$ cat src/rtl/muldiv_unit_if.sv
// Handshake and data bundle between the datapath and the iterative
// multiply/divide unit.
interface muldiv_unit_if #(
  parameter int WIDTH = 32
);
  logic             start;
  logic [1:0]       op;
  logic [WIDTH-1:0] a;
  logic [WIDTH-1:0] b;
  logic             hi_we;
  logic             lo_we;
  logic [WIDTH-1:0] wd;
  logic             busy;
  logic             done;
  logic [WIDTH-1:0] hi;
  logic [WIDTH-1:0] lo;

  modport master (
    output start, op, a, b, hi_we, lo_we, wd,
    input  busy, done, hi, lo
  );

  modport slave (
    input  start, op, a, b, hi_we, lo_we, wd,
    output busy, done, hi, lo
  );
endinterface

$ cat src/rtl/muldiv_unit.sv
// Iterative MULT/MULTU/DIV/DIVU engine with architectural HI/LO registers.
// Magnitudes are processed unsigned for WIDTH cycles, then sign-corrected in FIX.
module muldiv_unit #(
  parameter int WIDTH = 32
) (
  input  logic          clk,
  input  logic          reset,
  muldiv_unit_if.slave  bus
);

  localparam int CNT_W = $clog2(WIDTH + 1);

  typedef enum logic [1:0] {
    IDLE,
    RUN,
    FIX
  } state_t;

  state_t             state;
  logic [CNT_W-1:0]   cnt;
  logic               is_div;
  logic               neg_q;
  logic               rem_neg;
  logic               div_zero;
  logic [WIDTH-1:0]   a_raw;
  logic [WIDTH-1:0]   opnd;
  logic [2*WIDTH-1:0] prod;
  logic [WIDTH:0]     rem;

  logic               signed_op;
  logic [WIDTH-1:0]   abs_a;
  logic [WIDTH-1:0]   abs_b;
  logic [WIDTH:0]     mul_sum;
  logic [2*WIDTH-1:0] mul_next;
  logic [WIDTH:0]     div_shift;
  logic [WIDTH:0]     div_diff;
  logic               div_ok;
  logic [WIDTH:0]     rem_next;
  logic [WIDTH-1:0]   quo_next;
  logic [2*WIDTH-1:0] prod_fix;
  logic [WIDTH-1:0]   quo_fix;
  logic [WIDTH-1:0]   rem_fix;

  // For division the low half of prod doubles as the dividend/quotient shifter.
  always_comb begin
    signed_op = ~bus.op[0];
    abs_a     = (signed_op && bus.a[WIDTH-1]) ? -bus.a : bus.a;
    abs_b     = (signed_op && bus.b[WIDTH-1]) ? -bus.b : bus.b;

    mul_sum   = {1'b0, prod[2*WIDTH-1:WIDTH]} + (prod[0] ? {1'b0, opnd} : '0);
    mul_next  = {mul_sum, prod[WIDTH-1:1]};

    div_shift = {rem[WIDTH-1:0], prod[WIDTH-1]};
    div_diff  = div_shift - {1'b0, opnd};
    div_ok    = ~div_diff[WIDTH];
    rem_next  = div_ok ? div_diff : div_shift;
    quo_next  = {prod[WIDTH-2:0], div_ok};

    prod_fix  = neg_q ? -prod : prod;
    quo_fix   = neg_q ? -prod[WIDTH-1:0] : prod[WIDTH-1:0];
    rem_fix   = rem_neg ? -rem[WIDTH-1:0] : rem[WIDTH-1:0];
  end

  always_ff @(posedge clk or negedge reset) begin
    if (!reset) begin
      state    <= IDLE;
      cnt      <= '0;
      is_div   <= 1'b0;
      neg_q    <= 1'b0;
      rem_neg  <= 1'b0;
      div_zero <= 1'b0;
      a_raw    <= '0;
      opnd     <= '0;
      prod     <= '0;
      rem      <= '0;
      bus.busy <= 1'b0;
      bus.done <= 1'b0;
      bus.hi   <= '0;
      bus.lo   <= '0;
    end else begin
      bus.done <= 1'b0;
      case (state)
        IDLE: begin
          if (bus.hi_we) bus.hi <= bus.wd;
          if (bus.lo_we) bus.lo <= bus.wd;
          if (bus.start) begin
            is_div   <= bus.op[1];
            neg_q    <= signed_op & (bus.a[WIDTH-1] ^ bus.b[WIDTH-1]);
            rem_neg  <= signed_op & bus.a[WIDTH-1];
            div_zero <= bus.op[1] & (bus.b == '0);
            a_raw    <= bus.a;
            opnd     <= bus.op[1] ? abs_b : abs_a;
            prod     <= bus.op[1] ? {{WIDTH{1'b0}}, abs_a} : {{WIDTH{1'b0}}, abs_b};
            rem      <= '0;
            cnt      <= '0;
            bus.busy <= 1'b1;
            state    <= RUN;
          end
        end
        RUN: begin
          if (is_div) begin
            rem  <= rem_next;
            prod <= {prod[2*WIDTH-1:WIDTH], quo_next};
          end else begin
            prod <= mul_next;
          end
          cnt <= cnt + 1'b1;
          if (cnt == CNT_W'(WIDTH - 1)) state <= FIX;
        end
        FIX: begin
          if (!is_div) begin
            bus.hi <= prod_fix[2*WIDTH-1:WIDTH];
            bus.lo <= prod_fix[WIDTH-1:0];
          end else if (div_zero) begin
            bus.hi <= a_raw;
            bus.lo <= '1;
          end else begin
            bus.hi <= rem_fix;
            bus.lo <= quo_fix;
          end
          bus.done <= 1'b1;
          bus.busy <= 1'b0;
          state    <= IDLE;
        end
        default: state <= IDLE;
      endcase
    end
  end

endmodule
$ cat src/flat_wrapper.sv
// flat-port wrapper written by rule: the top's interface ports become plain ports
module muldiv_unit_flat 
#(
  parameter int WIDTH = 32
)
  (clk, reset, bus_start, bus_op, bus_a, bus_b, bus_hi_we, bus_lo_we, bus_wd, bus_busy, bus_done, bus_hi, bus_lo);
  muldiv_unit_if #(.WIDTH(WIDTH)) bus_i ();
  input  logic clk;
  input  logic reset;
  input wire logic [$bits(bus_i.start)-1:0] bus_start;
  input wire logic [$bits(bus_i.op)-1:0] bus_op;
  input wire logic [$bits(bus_i.a)-1:0] bus_a;
  input wire logic [$bits(bus_i.b)-1:0] bus_b;
  input wire logic [$bits(bus_i.hi_we)-1:0] bus_hi_we;
  input wire logic [$bits(bus_i.lo_we)-1:0] bus_lo_we;
  input wire logic [$bits(bus_i.wd)-1:0] bus_wd;
  output wire logic [$bits(bus_i.busy)-1:0] bus_busy;
  output wire logic [$bits(bus_i.done)-1:0] bus_done;
  output wire logic [$bits(bus_i.hi)-1:0] bus_hi;
  output wire logic [$bits(bus_i.lo)-1:0] bus_lo;
  assign bus_i.start = bus_start;
  assign bus_i.op = bus_op;
  assign bus_i.a = bus_a;
  assign bus_i.b = bus_b;
  assign bus_i.hi_we = bus_hi_we;
  assign bus_i.lo_we = bus_lo_we;
  assign bus_i.wd = bus_wd;
  assign bus_busy = bus_i.busy;
  assign bus_done = bus_i.done;
  assign bus_hi = bus_i.hi;
  assign bus_lo = bus_i.lo;
  muldiv_unit #(.WIDTH(WIDTH)) u_core (.clk(clk), .reset(reset), .bus(bus_i));
endmodule
$ cat config.mk
export PLATFORM = sky130hd
export DESIGN_NAME = muldiv_unit_flat
export DESIGN_NICKNAME = d
export VERILOG_FILES = /design/src/rtl/muldiv_unit_if.sv /design/src/rtl/muldiv_unit.sv /design/src/flat_wrapper.sv
export SDC_FILE = /design/constraint.sdc
export NUM_CORES = 1
export LEC_CHECK = 0
export ABC_AREA = 1
export BUFFER_PORTS_ARGS = -buffer_cell sky130_fd_sc_hd__buf_2
export CAP_MARGIN = 20
export CORE_ASPECT_RATIO = 1.2
export CORE_MARGIN = 5
export CORE_UTILIZATION = 30
export DETAILED_ROUTE_END_ITERATION = 8
export GPL_ROUTABILITY_DRIVEN = 0
export PLACE_DENSITY_LB_ADDON = 0.12
export SYNTH_ARGS = -nofsm -noshare
export SYNTH_HDL_FRONTEND = slang
export SYNTH_SLANG_ARGS = --single-unit
$ cat constraint.sdc
create_clock -name clk -period 7.3 [get_ports clk]
set_input_delay 1.46 -clock clk [delete_from_list [all_inputs] [get_ports clk]]
set_output_delay 1.46 -clock clk [all_outputs]
set_load 0.01 [all_outputs]
## Word-level counts from Yosys, hierarchy flattened

Cells that the tools add are included.

| storage, ports and cells | value |
|---|---|
| input port bits | 103 |
| output and inout bits | 66 |
| memories kept | 0 |
| memory bits (read-only) | 0 |
| bits in registers | 238 |
| memory bits (writable) | 0 |
| bits in latches | 0 |

| operators by class | value |
|---|---|
| eq/ne operators | 9 |
| div/mod/pow operators | 0 |
| $lt $le $gt $ge | 0 |
| shift-type cells | 0 |
| add/subtract/negate cells | 8 |
| bitwise operators | 6 |
| multipliers | 0 |
| reduce and logical (&&, ||, !) cells | 14 |
| muxes and demuxes | 31 |

Operators with widths:

| kind | count |
|---|---|
| 2-to-1 mux 32 bit | 16 |
| 2-to-1 mux 64 bit | 3 |
| one-hot mux 32 bit (2 select lines) | 3 |
| negation 32 bit | 4 |
| one-hot mux 64 bit (2 select lines) | 1 |
| negation 64 bit | 1 |
| adder 32 x 33 -> 33 bit | 1 |
| subtractor 33 x 32 -> 33 bit | 1 |
| zero test 32 bit | 1 |
| one-hot mux 6 bit (2 select lines) | 1 |
| AND reduction 2 bit | 6 |
| inequality test 2 bit, second input constant | 4 |
| adder 6 x 1 -> 6 bit, second input constant | 1 |
| == test 6 x 5 -> 1 bit, second input constant | 1 |
| 2-to-1 mux 6 bit | 1 |
| AND reduction 3 bit | 2 |
| 2-to-1 mux 2 bit | 2 |
| inequality test 2 x 1 -> 1 bit, second input constant | 2 |
| one-hot mux 2 bit (2 select lines) | 1 |
| nonzero test 2 bit | 2 |
| AND 1 bit | 3 |
| == test 2 x 1 -> 1 bit, second input constant | 1 |
| == test 2 bit, second input constant | 1 |
| logical AND 1 bit | 2 |
| 5 further kinds | 7 |

## Longest topological paths before layout

| logic depth | value |
|---|---|
| depth in word-level cells | 6 |
| mapped depth | 18 |
| gate-level depth less buffers | 16 |

## Worst setup path after synthesis

OpenSTA, ideal clock, no wires.

| timing | value |
|---|---|
| path type | input to register |
| from | input port bus_a[0] |
| to | register u_core.prod[18] |
| path buffers | 0 |
| path slack | 4.451 ns |
| stages | 13 |
| setup time | 0.078 ns |
| required time | 7.222 ns |
| arrival | 2.771 ns |
| cells stage by stage | inv_1 -> ha_1 -> nand3_1 -> inv_2 -> nand2_1 -> nor2_1 -> nand2_1 -> or2_1 -> nand2_1 -> nand2_1 -> nand3_1 -> nand3_1 -> a21boi_1 |

| on the way | value |
|---|---|
| word-level cells in the longest chain between the ends | 5 |

RTL lines:

| element | line | RTL |
|---|---|---|
| from (decl) | flat_wrapper.sv:12 | `input wire logic [$bits(bus_i.a)-1:0] bus_a;` |
| negation 32 bit | muldiv_unit.sv:47 | `abs_a = (signed_op && bus.a[WIDTH-1]) ? -bus.a : bus.a;` |
| 2-to-1 mux 32 bit | muldiv_unit.sv:47 |  |
| 2-to-1 mux 32 bit | muldiv_unit.sv:93 | `prod <= bus.op[1] ? {{WIDTH{1'b0}}, abs_a} : {{WIDTH{1'b0}}, abs_b};` |
| 2-to-1 mux 64 bit | muldiv_unit.sv:86 | `if (bus.start) begin` |
| one-hot mux 64 bit (2 select lines) | muldiv_unit.sv:82 | `case (state)` |
| to (signal assigned) | muldiv_unit.sv:93 |  |
| to (signal assigned) | muldiv_unit.sv:103 | `prod <= {prod[2*WIDTH-1:WIDTH], quo_next};` |
| to (signal assigned) | muldiv_unit.sv:105 | `prod <= mul_next;` |
| to (decl) | muldiv_unit.sv:27 | `logic [2*WIDTH-1:0] prod;` |

No other way between the ends. The select of a mux whose other input is x is not followed.
A chain may end at the register's enable or synchronous reset.

## Final worst setup path

| timing | value |
|---|---|
| from | input port bus_op[1] |
| to | register u_core.opnd[1] |

| on the way | value |
|---|---|
| word-level cells in the longest chain between the ends | 1 |

RTL lines:

| element | line | RTL |
|---|---|---|
| from (decl) | flat_wrapper.sv:11 | `input wire logic [$bits(bus_i.op)-1:0] bus_op;` |
| 2-to-1 mux 32 bit | muldiv_unit.sv:92 | `opnd <= bus.op[1] ? abs_b : abs_a;` |
| to (signal assigned) | muldiv_unit.sv:92 |  |
| to (decl) | muldiv_unit.sv:26 | `logic [WIDTH-1:0] opnd;` |

No other way between the ends.

==> results.ini <==
[logic_synthesis]
syn_area_um2 = 20500
yosysMostFrequentCell = nand2_1
yosys.area.top_type = dfrtp_1
syn_inst = 3251
synth_fa_ha_area_share_pct = 4.41
synth-simple-area-share_pct = 36.8
muxShareOfSynthArea_pct = 0
synth_enable_flop_cells = 0
ys_seq_elements = 238
yosysWarnings = 0
synth_cell_types = 61
dominantRegCellSynth = dfrtp_1
synth_top_family_by_area = simple AND/OR/NAND/NOR gates
synthTopCellsByCount = nand2_1, nor2_1, inv_1, nand3_1, dfrtp_1
syn_avg_cell_area_um2 = 6.31
synth_top_area_share_pct = 29.0
synth.top_cells.by_area = dfrtp_1, nand2_1, nor2_1
synth_compound_area_share_pct = 18.2
syn-num-nets = 3425
synth_seq_area_share_pct = 29.0
async_reset_ff_share_pct = 100
synth_xor_area_share_pct = 2.61

[placed_design]
dp_slack_ps = 3240
hpwl_mm = 76.0
placedInstanceArea_um2 = 22200
io_buffers = 168

[setup_path]
cp_max_fo = 37
cp-end-kind = register
critPathKind = primary input to register
crit_path_frequent_cell = clkinv_1
cp_slowest_cell = clkinv_1
cp_data_required_time_ps = 7820
r2r_setup_slack_ps = 3750
critical_path.max_stage_delay_ps = 780
r2r_end = u_core.prod[53]$_DFFE_PN0P_
worst_setup_path_start_kind = primary input
r2r-start = u_core.prod[0]$_DFFE_PN0P_
r2r_cells = 14
arrival_ps = 4100
crit_path_cell_trace = buf_2 > clkinv_1 > buf_4 > nor2_1 > clkinv_1 > o221ai_1

[grt]
grt_util_met3_pct = 2.36
grt_pass1_wl_mm = 137
grtUsageMet2_pct = 40.4
gr-max-usage-layer = met2
globalRouteTotalUtil_pct = 24.2
grt_max_degree = 148
grt_pass1_vias = 21072
grt-ovfl-total = 0
grt_util_met1_pct = 32.9
antenna_found_initial = 0

[clocking]
worstSkewPairLatency_ps = 610
cts.reportedPaths.clkPinSlew_ps = 60
cts_buffer_depth = 3
clock-sinks = 238
ctsRootBufferMaster = clkbuf_16
cts_tree = yes
cts-hold-fix-buffers = 0
cts_setup_buffers = 0
cts_resized = 0
htree_levels = 1
cts_buffers = 28

[die]
die_x_um = 249
rows = 105
die-area_um2 = 73700
fp.coreArea_um2 = 68100
initial_core_util_pct = 30.1
io_pins = 169
die_h_um = 296

[sta]
max_clock_freq_ghz = 0.279
rsz0062_at_grt = no
slew_violations = 0
finalSetupTns_ps = 0
hold_viol_final = 0
min_period_over_period_pct = 49.1
period_needed_ps = 3580
timing.slew.headroom_pct = 30.9
fin_ws_ps = 3720
setup_viol = 0
tightest_slew_ps = 1030
fin_worst_skew_ps = 27.7
hold_slack_ps = 476

[pwr]
combPwrFrac_pct = 62.7
power_switching_mw = 6.68
vdd.ir_drop.worst_mv = 0.189
intPower_mw = 5.26
p_clk_share_pct = 13.4
p_leak_nw = 11.3
p_seq_share_pct = 24.0
power.density_nw_per_um2 = 515
netSwitchingFraction_pct = 56.0

[routing]
drc_errors = 0
dr.pass1.iters = 5
vias_per_cell = 5.18
vias = 22219
routed_wl_mm = 94.0
wl_per_cell_um = 21.9
ant_nets = 0
drtIter0Drc = 2064

[final_layout]
drive_gt1_share_pct = 9.86
utilization_pct = 34.1
synthToLayoutAreaGrowth_pct = 13.1
diodes = 0
final_area_um2 = 23200
layout.nets = 3531

[job]
cap_violations = 0

[worst_hold_path]
min_to = u_core.bus.busy$_DFFE_PN0P_
hold_depth = 2
hp-class = register to register
min_from = u_core.bus.busy$_DFFE_PN0P_

[status]
status = completed

[cell type report]
| cell class | instances | area (µm²) |
|---|---|---|
| well taps | 909 | 1140 |
| multi-input cells | 2554 | 12700 |
| flip-flops and latches | 238 | 5960 |
| repair buffers | 192 | 1060 |
| inverters | 343 | 1290 |
| clock inverters | 13 | 250 |
| clock buffers | 37 | 764 |
| fillers | 7729 | 44900 |
[logic make-up after synthesis]
group,Yosys count
simple gates,1781
fa+ha+maj,71
flops,238
compound gates,641
buf+inv,459
xor+xnor,61
[worst max path at each step]
stage	from	endpoint	slack [ps]
after floorplan	bus_a[0]	u_core.prod[18]$_DFFE_PN0P_	4450
after global placement	bus_op[1]	u_core.opnd[2]$_DFFE_PN0P_	3310
after detailed placement	bus_op[1]	u_core.opnd[2]$_DFFE_PN0P_	3240
after CTS	u_core.prod[0]$_DFFE_PN0P_	u_core.prod[53]$_DFFE_PN0P_	3760
after global routing	u_core.prod[0]$_DFFE_PN0P_	u_core.prod[53]$_DFFE_PN0P_	3540
final	bus_op[1]	u_core.opnd[1]$_DFFE_PN0P_	3720
[registers in the layout (all words and copies together), names as in the netlist, 2 cells and up]
name	cells
u_core.prod	64
u_core.a_raw	32
u_core.bus.hi	32
u_core.bus.lo	32
u_core.opnd	32
u_core.rem	32
u_core.cnt	6
u_core.state	2
[worst max-delay path: cells and delay by family]
family / cells / cell delay (ps)
compound gates: 1 / 300
buf+inv: 4 / 2140
simple gates: 1 / 160
[power by group through the flow]
stage	sequential [mW]	clock (mW)	combinational, mW
2_1_floorplan	2.48	0	5.14
3_3_place_gp	2.87	0	7.40
3_5_place_dp	2.87	0	7.40
4_1_cts	2.84	1.62	7.43
5_1_grt	2.91	1.66	8.31
6_report	2.87	1.59	7.48
[metrics by stage]
stage / std cells / power, mW
6_report: 4286 / 11.9
5_1_grt: 4286 / 12.9
4_1_cts: 4285 / 11.9
3_5_place_dp: 4235 / 10.3
3_3_place_gp: 4235 / 10.3
2_1_floorplan: 3251 / 7.62
[placed cells by master (no fill, tap or decap), drive strengths merged, types with 37 or more instances in the layout]
| cell | n |
|---|---|
| nand2 | 962 |
| a21oi | 219 |
| o21ai | 249 |
| dfrtp | 238 |
| inv | 338 |
| clkbuf | 37 |
| nor2 | 430 |
| buf | 192 |
| nand3 | 270 |
| xor2 | 50 |
| ha | 69 |
| nand4 | 48 |
[per-layer routing]
| layer | wire [µm] | vias to the layer above |
|---|---|---|
| met1 | 42000 | 10484 |
| met4 | 3930 | 0 |
| met3 | 4530 | 130 |
| met2 | 43500 | 665 |
| li1 | - | 10940 |
| met5 | 0 | - |
Power figures use the tool's default switching activity.
